==> config.mk <==
export PLATFORM = sky130hd
export DESIGN_NAME = pipe_fwd_ctrl
export DESIGN_NICKNAME = d
export VERILOG_FILES = /design/src/rtl/pipe_fwd_ctrl_pkg.sv /design/src/rtl/pipe_fwd_ctrl_dff.sv /design/src/rtl/pipe_fwd_ctrl_fwd_mux3.sv /design/src/rtl/pipe_fwd_ctrl.sv
export SDC_FILE = /design/constraint.sdc
export NUM_CORES = 1
export LEC_CHECK = 0
export CAP_MARGIN = 20
export CELL_PAD_IN_SITES_DETAIL_PLACEMENT = 2
export CELL_PAD_IN_SITES_GLOBAL_PLACEMENT = 2
export CORE_AREA = 10 10 132 134
export CTS_CLUSTER_DIAMETER = 50
export DETAILED_ROUTE_END_ITERATION = 10
export DIE_AREA = 0 0 142 144
export GPL_TIMING_DRIVEN = 0
export PLACE_DENSITY_LB_ADDON = 0.1
export SLEW_MARGIN = 15
export SYNTH_ARGS = -nofsm -noshare
export SYNTH_HDL_FRONTEND = slang
export SYNTH_HIERARCHICAL = 1
export SYNTH_SLANG_ARGS = --single-unit
==> constraint.sdc <==
create_clock -name clk -period 2.85 [get_ports clk]
set_input_delay 0.285 -clock clk [delete_from_list [all_inputs] [get_ports clk]]
set_output_delay 0.285 -clock clk [all_outputs]
set_load 0.01 [all_outputs]
==> src/rtl/pipe_fwd_ctrl_pkg.sv <==
// Shared encodings for the pipeline forward/hazard consumer.
// FSM states, hz_fwd bit positions and the pipeline NOP word.
package pipe_fwd_ctrl_pkg;

  typedef enum logic [1:0] {
    ST_RUN    = 2'd0,
    ST_HAZ    = 2'd1,
    ST_FLUSH  = 2'd2,
    ST_FREEZE = 2'd3
  } state_e;

  // hz_fwd = {EXtoEX_Rs,MEMtoEX_Rs,EXtoEX_Rt,MEMtoEX_Rt,EXtoID_Rs,MEMtoID_Rs}
  localparam int FWD_EXEX_RS  = 5;
  localparam int FWD_MEMEX_RS = 4;
  localparam int FWD_EXEX_RT  = 3;
  localparam int FWD_MEMEX_RT = 2;
  localparam int FWD_EXID_RS  = 1;
  localparam int FWD_MEMID_RS = 0;

  localparam logic [31:0] NOP_INSTR = 32'h0000_0013;

  function automatic logic [3:0] sat_inc4(input logic [3:0] v);
    return (v == 4'hF) ? v : v + 4'd1;
  endfunction

endpackage

==> src/rtl/pipe_fwd_ctrl_dff.sv <==
// Enabled D flip-flop cell with synchronous active-high clear.
// Every state, counter and pipeline register is built from it.
module dff #(
  parameter int W = 1
) (
  input  logic         clk,
  input  logic         rst,
  input  logic         en,
  input  logic [W-1:0] d,
  output logic [W-1:0] q
);

  always_ff @(posedge clk) begin
    if (rst) begin
      q <= '0;
    end else if (en) begin
      q <= d;
    end
  end

endmodule

==> src/rtl/pipe_fwd_ctrl_fwd_mux3.sv <==
// Three-way priority forward mux: a beats b beats the default.
module fwd_mux3 #(
  parameter int W = 16
) (
  input  logic         sel_hi,
  input  logic         sel_lo,
  input  logic [W-1:0] a,
  input  logic [W-1:0] b,
  input  logic [W-1:0] dflt,
  output logic [W-1:0] y
);

  always_comb begin
    y = dflt;
    if (sel_hi) begin
      y = a;
    end else if (sel_lo) begin
      y = b;
    end
  end

endmodule

==> src/rtl/pipe_fwd_ctrl.sv <==
// Hazard-request consumer: PC/IF-ID enables, bubble/flush,
// branch flush sequencing, dmem freeze and operand forwarding.
module pipe_fwd_ctrl
  import pipe_fwd_ctrl_pkg::*;
#(
  parameter int WIDTH     = 16,
  parameter int FLUSH_CYC = 2,
  parameter int MAX_STALL = 8
) (
  input  logic             clk,
  input  logic             rst,
  input  logic             hz_nop,
  input  logic             hz_pc_stall,
  input  logic [5:0]       hz_fwd,
  input  logic             br_taken,
  input  logic             dmem_stall,
  input  logic [WIDTH-1:0] id_rs_data,
  input  logic [WIDTH-1:0] id_rt_data,
  input  logic [WIDTH-1:0] exmem_result,
  input  logic [WIDTH-1:0] memwb_result,
  output logic             pc_we,
  output logic             if_id_we,
  output logic             if_id_flush,
  output logic             id_ex_bubble,
  output logic [WIDTH-1:0] jr_base,
  output logic [WIDTH-1:0] ex_opA,
  output logic [WIDTH-1:0] ex_opB,
  output logic             stall_err
);

  localparam logic [1:0] FLUSH_LD  = 2'(FLUSH_CYC - 1);
  localparam logic [3:0] STALL_LIM = 4'(MAX_STALL - 1);

  logic [1:0]       state_q, state_d;
  logic [1:0]       saved_q, saved_d;
  logic [1:0]       cur;
  logic [1:0]       flush_cnt_q, flush_cnt_d;
  logic [3:0]       stall_cnt_q, stall_cnt_d;
  logic             stall_err_q, stall_err_d;
  logic [5:0]       fwd_id_q, fwd_id_d;
  logic [3:0]       fwd_ex_q, fwd_ex_d;
  logic [WIDTH-1:0] ex_rs_q, ex_rs_d;
  logic [WIDTH-1:0] ex_rt_q, ex_rt_d;
  logic             in_flush;
  logic             ex_adv;
  logic [WIDTH-1:0] jr_y, opa_y, opb_y;

  // Releasing a freeze resumes the saved state in the same cycle.
  assign cur      = (state_q == ST_FREEZE) ? saved_q : state_q;
  assign in_flush = (cur == ST_FLUSH) && (flush_cnt_q != 2'd0);
  assign ex_adv   = ~dmem_stall;

  always_comb begin
    pc_we        = 1'b1;
    if_id_we     = 1'b1;
    if_id_flush  = 1'b0;
    id_ex_bubble = hz_nop;
    state_d      = ST_RUN;
    saved_d      = saved_q;
    flush_cnt_d  = flush_cnt_q;
    stall_cnt_d  = 4'd0;
    stall_err_d  = stall_err_q;
    priority case (1'b1)
      rst: begin
        pc_we        = 1'b0;
        if_id_we     = 1'b0;
        if_id_flush  = 1'b1;
        id_ex_bubble = 1'b1;
        flush_cnt_d  = 2'd0;
        stall_err_d  = 1'b0;
      end
      dmem_stall: begin
        pc_we        = 1'b0;
        if_id_we     = 1'b0;
        id_ex_bubble = 1'b0;
        state_d      = ST_FREEZE;
        saved_d      = cur;
        stall_cnt_d  = stall_cnt_q;
      end
      br_taken: begin
        if_id_flush  = 1'b1;
        id_ex_bubble = 1'b1;
        state_d      = ST_FLUSH;
        flush_cnt_d  = FLUSH_LD;
      end
      in_flush: begin
        if_id_flush  = 1'b1;
        id_ex_bubble = 1'b1;
        state_d      = ST_FLUSH;
        flush_cnt_d  = flush_cnt_q - 2'd1;
      end
      hz_pc_stall: begin
        pc_we        = 1'b0;
        if_id_we     = 1'b0;
        id_ex_bubble = 1'b1;
        state_d      = ST_HAZ;
        stall_cnt_d  = sat_inc4(stall_cnt_q);
        if (stall_cnt_q == STALL_LIM) begin
          stall_err_d = 1'b1;
        end
      end
      default: begin
        state_d = ST_RUN;
      end
    endcase
  end

  always_comb begin
    fwd_id_d = fwd_id_q;
    if (if_id_flush) begin
      fwd_id_d = 6'd0;
    end else if (if_id_we) begin
      fwd_id_d = hz_fwd;
    end
    fwd_ex_d = id_ex_bubble ? 4'd0
             : fwd_id_q[FWD_EXEX_RS:FWD_MEMEX_RT];
    ex_rs_d  = id_ex_bubble ? '0 : id_rs_data;
    ex_rt_d  = id_ex_bubble ? '0 : id_rt_data;
  end

  dff #(.W(2)) u_state (
    .clk(clk), .rst(rst), .en(1'b1),
    .d(state_d), .q(state_q)
  );

  dff #(.W(2)) u_saved (
    .clk(clk), .rst(rst), .en(1'b1),
    .d(saved_d), .q(saved_q)
  );

  dff #(.W(2)) u_flush_cnt (
    .clk(clk), .rst(rst), .en(1'b1),
    .d(flush_cnt_d), .q(flush_cnt_q)
  );

  dff #(.W(4)) u_stall_cnt (
    .clk(clk), .rst(rst), .en(1'b1),
    .d(stall_cnt_d), .q(stall_cnt_q)
  );

  dff #(.W(1)) u_stall_err (
    .clk(clk), .rst(rst), .en(1'b1),
    .d(stall_err_d), .q(stall_err_q)
  );

  dff #(.W(6)) u_fwd_id (
    .clk(clk), .rst(rst), .en(1'b1),
    .d(fwd_id_d), .q(fwd_id_q)
  );

  dff #(.W(4)) u_fwd_ex (
    .clk(clk), .rst(rst), .en(ex_adv),
    .d(fwd_ex_d), .q(fwd_ex_q)
  );

  dff #(.W(WIDTH)) u_ex_rs (
    .clk(clk), .rst(rst), .en(ex_adv),
    .d(ex_rs_d), .q(ex_rs_q)
  );

  dff #(.W(WIDTH)) u_ex_rt (
    .clk(clk), .rst(rst), .en(ex_adv),
    .d(ex_rt_d), .q(ex_rt_q)
  );

  fwd_mux3 #(.W(WIDTH)) u_mux_jr (
    .sel_hi(fwd_id_q[FWD_EXID_RS]),
    .sel_lo(fwd_id_q[FWD_MEMID_RS]),
    .a(exmem_result),
    .b(memwb_result),
    .dflt(id_rs_data),
    .y(jr_y)
  );

  fwd_mux3 #(.W(WIDTH)) u_mux_a (
    .sel_hi(fwd_ex_q[FWD_EXEX_RS - FWD_MEMEX_RT]),
    .sel_lo(fwd_ex_q[FWD_MEMEX_RS - FWD_MEMEX_RT]),
    .a(exmem_result),
    .b(memwb_result),
    .dflt(ex_rs_q),
    .y(opa_y)
  );

  fwd_mux3 #(.W(WIDTH)) u_mux_b (
    .sel_hi(fwd_ex_q[FWD_EXEX_RT - FWD_MEMEX_RT]),
    .sel_lo(fwd_ex_q[0]),
    .a(exmem_result),
    .b(memwb_result),
    .dflt(ex_rt_q),
    .y(opb_y)
  );

  assign jr_base   = rst ? '0 : jr_y;
  assign ex_opA    = rst ? '0 : opa_y;
  assign ex_opB    = rst ? '0 : opb_y;
  assign stall_err = stall_err_q;

endmodule

Word level (Yosys, flattened, before mapping):

Index checks and enable logic that the tools add are counted.

* add/sub/neg operators: 2
* multiply operators: 0
* divide/modulo/power cells: 0
* order comparisons: 0
* equal/unequal tests: 5
* shifts and indexed selects: 0
* mux-type cells: 37
* bitwise operators: 3
* reduce and logical (&&, ||, !) cells: 7

Operator list (count)
* 16-bit 2-to-1 mux: 11
* 4-bit 2-to-1 mux: 5
* 1-bit 2-to-1 mux: 15
* 2-bit 2-to-1 mux: 6
* 5-bit AND reduction: 1
* 4-bit by 1-bit adder with 4-bit output (second input constant): 1
* 2-bit equality test (second input constant): 2
* 4-bit by 3-bit equality test with 1-bit output (second input constant): 1
* 4-bit equality test (second input constant): 1
* 4-bit inequality test (second input constant): 1
* 2-bit AND reduction: 2
* 2-bit nonzero test: 2
* 1-bit NOT: 3
* 2-bit OR reduction: 1
* 2-bit by 1-bit subtractor with 2-bit output (second input constant): 1
* 1-bit logical AND: 1

* bits in registers: 53
* bits in latches: 0
* RAM bits: 0
* ROM bits: 0
* input bits: 76
* output and inout port bits: 53
* word-level logic and storage cells: 63
* memories: 0

Longest topological paths before layout:

* depth in word-level cells: 9
* mapped depth: 9
* depth with buffers taken out: 8

Cells and area by module:

The synthesis kept the hierarchy.

Modules (own cells, without submodules)
* dff at u_ex_rs ...: instances 2, cells an instance 52, area each 580.6 µm², seq. area each 320.3 µm²
* pipe_fwd_ctrl: instances 1, cells an instance 173, area each 1117.3 µm², seq. area each 0.0 µm²
* fwd_mux3: instances 3, cells an instance 53, area each 345.3 µm², seq. area each 0.0 µm²
* dff at u_fwd_ex ...: instances 2, cells an instance 13, area each 140.1 µm², seq. area each 80.1 µm²
* dff at u_fwd_id: instances 1, cells an instance 19, area each 214.0 µm², seq. area each 120.1 µm²
* dff at u_flush_cnt ...: instances 3, cells an instance 6, area each 67.6 µm², seq. area each 40.0 µm²
* dff at u_stall_err: instances 1, cells an instance 3, area each 33.8 µm², seq. area each 20.0 µm²

Worst setup path before layout:

Ideal clock, no wire load.

* path type: register to output
* start: register u_flush_cnt.q[0]
* end: output pc_we
* data arrival time: 1.812 ns
* required time: 2.565 ns
* path slack: 0.753 ns
* cell stages (with the launch flop): 8
* cell sequence: dfxtp_1 -> inv_1 -> ha_1 -> nand2b_1 -> a22o_1 -> buf_2 -> a211oi_1 -> buf_4

* longest elaborated chain between the ends: 6

RTL lines
* start: declaration: line pipe_fwd_ctrl_dff.sv:10 `output logic [W-1:0] q`
* start signal: assignment: line pipe_fwd_ctrl_dff.sv:15 `q <= '0;`
* start signal: assignment: line pipe_fwd_ctrl_dff.sv:17 `q <= d;`
* 2-bit nonzero test: line pipe_fwd_ctrl.sv:50 `assign in_flush = (cur == ST_FLUSH) && (flush_cnt_q != 2'd0);`
* 1-bit logical AND: line pipe_fwd_ctrl.sv:50
* 1-bit 2-to-1 mux (4 in a row)
* end: declaration: line pipe_fwd_ctrl.sv:21 `output logic pc_we,`

Every way passes these cells.

Final worst setup path:

* start: register u_flush_cnt.q[0]
* end: output id_ex_bubble

* longest elaborated chain between the ends: 6

RTL lines
* 2-bit nonzero test: line pipe_fwd_ctrl.sv:50
* 1-bit logical AND: line pipe_fwd_ctrl.sv:50
* 1-bit 2-to-1 mux (4 in a row): line pipe_fwd_ctrl.sv:63 `priority case (1'b1)`
* end: declaration: line pipe_fwd_ctrl.sv:24 `output logic id_ex_bubble,`

Every way passes these cells.

==> summary.txt <==
Run status
  • Status: finished clean

Clock tree
  • Post-CTS Setup Inserts: 0
  • Clk Latency, worst-skew pair: around 0.31 ns
  • Resized cells post-CTS: 9
  • Clock transition at path regs: roughly 0.080 ns
  • Num CTS Buffers: 5
  • H-tree levels: 2
  • CTS Buffer Depth: 2
  • Cts hold-fix bufs: 0
  • TritonCTS clock tree: yes
  • Root buffer cell: clkbuf_16
  • CTS sink count: 53

Global routing
  • Gr busiest metal: met2
  • Initial antenna violation count: 0
  • First-pass GRT wire length: between 20000 and 30000 um
  • Total track usage: between 15 and 20%
  • Grt ovf: 0
  • Vias in the first global route: 4747
  • Largest net degree at the start of global routing: 26
  • Met3 usage in global routing: about 4.4%
  • M1 GR Usage: 20.0%
  • GRT met2 Usage: a little under a third

Detailed routing
  • Routed WL: between 15000 and 20000 um
  • Number of DRC markers in iteration 0: 129
  • DRC errors left: 0
  • Avg Vias per Cell: a little under 5
  • DRT antenna net count: 0
  • Vias: ~4100
  • Avg WL per Cell: around 22 um
  • Drt pass-1 iters: 4

Synth
  • Yosys warning total: 6
  • Commonest cells in the netlist: mux2i_1 (102), nor2_1 (70), dfxtp_1 (53)
  • #FFs+latches synth: 53
  • Yosys cell types: 38
  • EDFF count, synth: 0
  • Largest area contributor in the netlist: dfxtp_1
  • Mapped cell area: about 0.0040 sq mm
  • Syn avg cell area: 8.06 sq um
  • Top_reg_cell synth: dfxtp_1
  • Post-Syn Instances: approximately 500
  • Most common cell in the netlist: mux2i_1
  • Ys async rst share: 0%
  • Synth top area share: 26.2%
  • Ranking of synthesized cells by area: dfxtp_1 (26%), mux2i_1 (25%), nor2b_1 (7.9%)
  • Post-synthesis sequential area ratio: between 20% and 30%

Worst setup path
  • Max stage delay on crit path: about 0.53 ns
  • Crit Reg-Reg Startpoint: u_flush_cnt/q[0]
  • CP Class: reg -> out
  • CP max stage cell: clkdlybuf4s50_1
  • Crit path buffers/inverters: 2
  • Crit end category: output port
  • Arr. time, crit path: roughly 2.5 ns
  • WP data required: approximately 2.6 ns
  • CP top delay family: compound AO/OA/AOI/OAI gates
  • Reg2reg end: u_ex_rs/q[1]
  • R2R depth: 9
  • Critical-path cell list: inv_1 -> ha_1 -> nand2b_1 -> a22o_2 -> a21oi_4 -> or2_2 -> clkdlybuf4s50_1
  • CP startpoint kind: flip-flop
  • Flop-to-flop setup slack: 0.72 ns
  • Crit Path Max Fanout: 10

Power and ir drop
  • Leakage: 2.07 nW
  • Total chip power: ~1.9 mW
  • Maximum vdd ir drop: between 0.2 and 0.25 mV
  • Cell Pwr Density: 328 mW/mm^2

Layout
  • # nets final: just over 700
  • Share of layout cells above drive strength 1: between 6 and 7%
  • Final std cells w/o fill: between 800 and 900
  • Fin util: 38.6%
  • Area delta synth->final: 41.8%
  • Ant. Diodes: 0
  • Finished Cell Area: about 0.0057 sq mm
  • Fill count: about 1800

STA
  • Hold Vio Cnt, Final: 0
  • Tcrit/Tclk final: 98.5%
  • Max Transition Viols Final: 0
  • Max transition margin: about 49%
  • Fmax: between 300 and 400 MHz
  • RSZ-0062 raised after global routing: yes
  • Hold_ws: approximately 0.42 ns
  • Final Critical Period: between 2 and 3 ns
  • Clk_skew: ~0.0075 ns
  • Worst Setup Slack, final: 0.0420 ns
  • Worst-margin pin slew: roughly 0.76 ns
  • Final setup violation count: 0
  • Total negative slack: 0 ns

Run
  • Max_cap viols: 0

Floorplan
  • Die W: between 100 and 150 um
  • Core area: between 0.01 and 0.015 sq mm
  • Ports: between 100 and 150
  • Starting Density: 27.2%
  • Die footprint: 0.0204 sq mm
  • Die height: roughly 140 um
  • Row count: 45

Placement
  • Dpl cell area: between 0.005 and 0.006 sq mm
  • Port buffer count: approximately 130
  • Placed Cells: between 800 and 900
  • DPL Wire Length: ~14000 um
  • GPL Wtd Cong: about 0.81
  • Post-Place Setup Slack: -0.734 ns

Hold path
  • Min-Delay Endpoint: u_fwd_ex/q[0]
  • Hold path start: rst
  • WHS Path Cells: 2
  • Min-delay worst type: in -> reg
-- worst max-delay path by stage --
stage	startpoint	slack [ns]	depth (start not counted)	end
2_1_floorplan	u_flush_cnt/q[0]	0.75	7	pc_we
3_3_place_gp	rst	-0.75	7	pc_we
3_5_place_dp	rst	-0.73	7	pc_we
4_1_cts	u_flush_cnt/q[0]	0.007	7	id_ex_bubble
5_1_grt	u_flush_cnt/q[0]	-0.07	7	id_ex_bubble
6_report	u_flush_cnt/q[0]	0.04	7	id_ex_bubble
-- layout make-up --
class                           count  area (sq um)  area share, %
Tap cell                          188           235           4.10
Clock buffer                        5           125           2.18
Timing Repair Buffer              127          1260           22.0
Inverter                            5          18.8          0.327
Sequential cell                    53          1060           18.5
Multi-Input combinational cell    407          2670           46.5
Clock inverter                      3          25.0          0.436
Buffer                             44           338           5.89
-- kinds of logic (layout without fill, tap and decap cells) --
family / Yosys count / count (layout) / synth area share (%)
adders and majority gates: 2 / 2 / 0.619
and+or+nand+nor: 217 / 217 / 27.4
buffers and inverters: 50 / 184 / 8.85
DFF: 53 / 53 / 26.2
other: 1 / 9 / 0.0927
AOI/OAI and AO/OA: 77 / 77 / 11.6
muxes: 102 / 102 / 25.2
-- sequential cells by signal, summed over array words and instances (netlist names) --
signal	count
u_stall_cnt/q	4
u_flush_cnt/q	2
u_state/q	2
u_fwd_id/q	6
u_ex_rs/q	16
u_saved/q	2
u_ex_rt/q	16
u_stall_err/q	1
u_fwd_ex/q	4
-- layout by cell type (no fill, tap or decap), drive strengths merged --
cell,Yosys,layout
clkdlybuf4s50,0,125
a211oi,2,2
buf,31,32
a41o,1,1
nor3b,36,36
nor4,2,2
nor2,70,70
dfxtp,53,53
clkinv,0,1
o21ai,48,48
mux2i,102,102
ha,2,2
or2,1,1
and4,1,1
o21bai,1,1
nor3,1,1
a32o,1,1
a311oi,1,1
o311a,1,1
a22o,7,7
nand2b,3,3
a22oi,5,5
nand4,1,1
nor4bb,1,1
a31oi,2,2
nor2b,51,51
clkinvlp,0,1
clkbuf,14,19
nand2,50,50
a21oi,7,7
inv,5,6
conb,1,9
a221o,1,1
-- routing by layer --
layer / wire length, um / part of all wire, %
met2: 8840 / 49
met3: 1040 / 5.8
met4: 179 / 1.0
met1: 7890 / 44
met5: 0 / 0
-- power by group --
part / leakage (nW) / internal, mW / switching (mW)
Clock: 0.0704 / 0.332 / 0.322
Combinational: 1.57 / 0.237 / 0.219
Sequential: 0.430 / 0.758 / 0.0129
(Power assumes the default switching activity.)
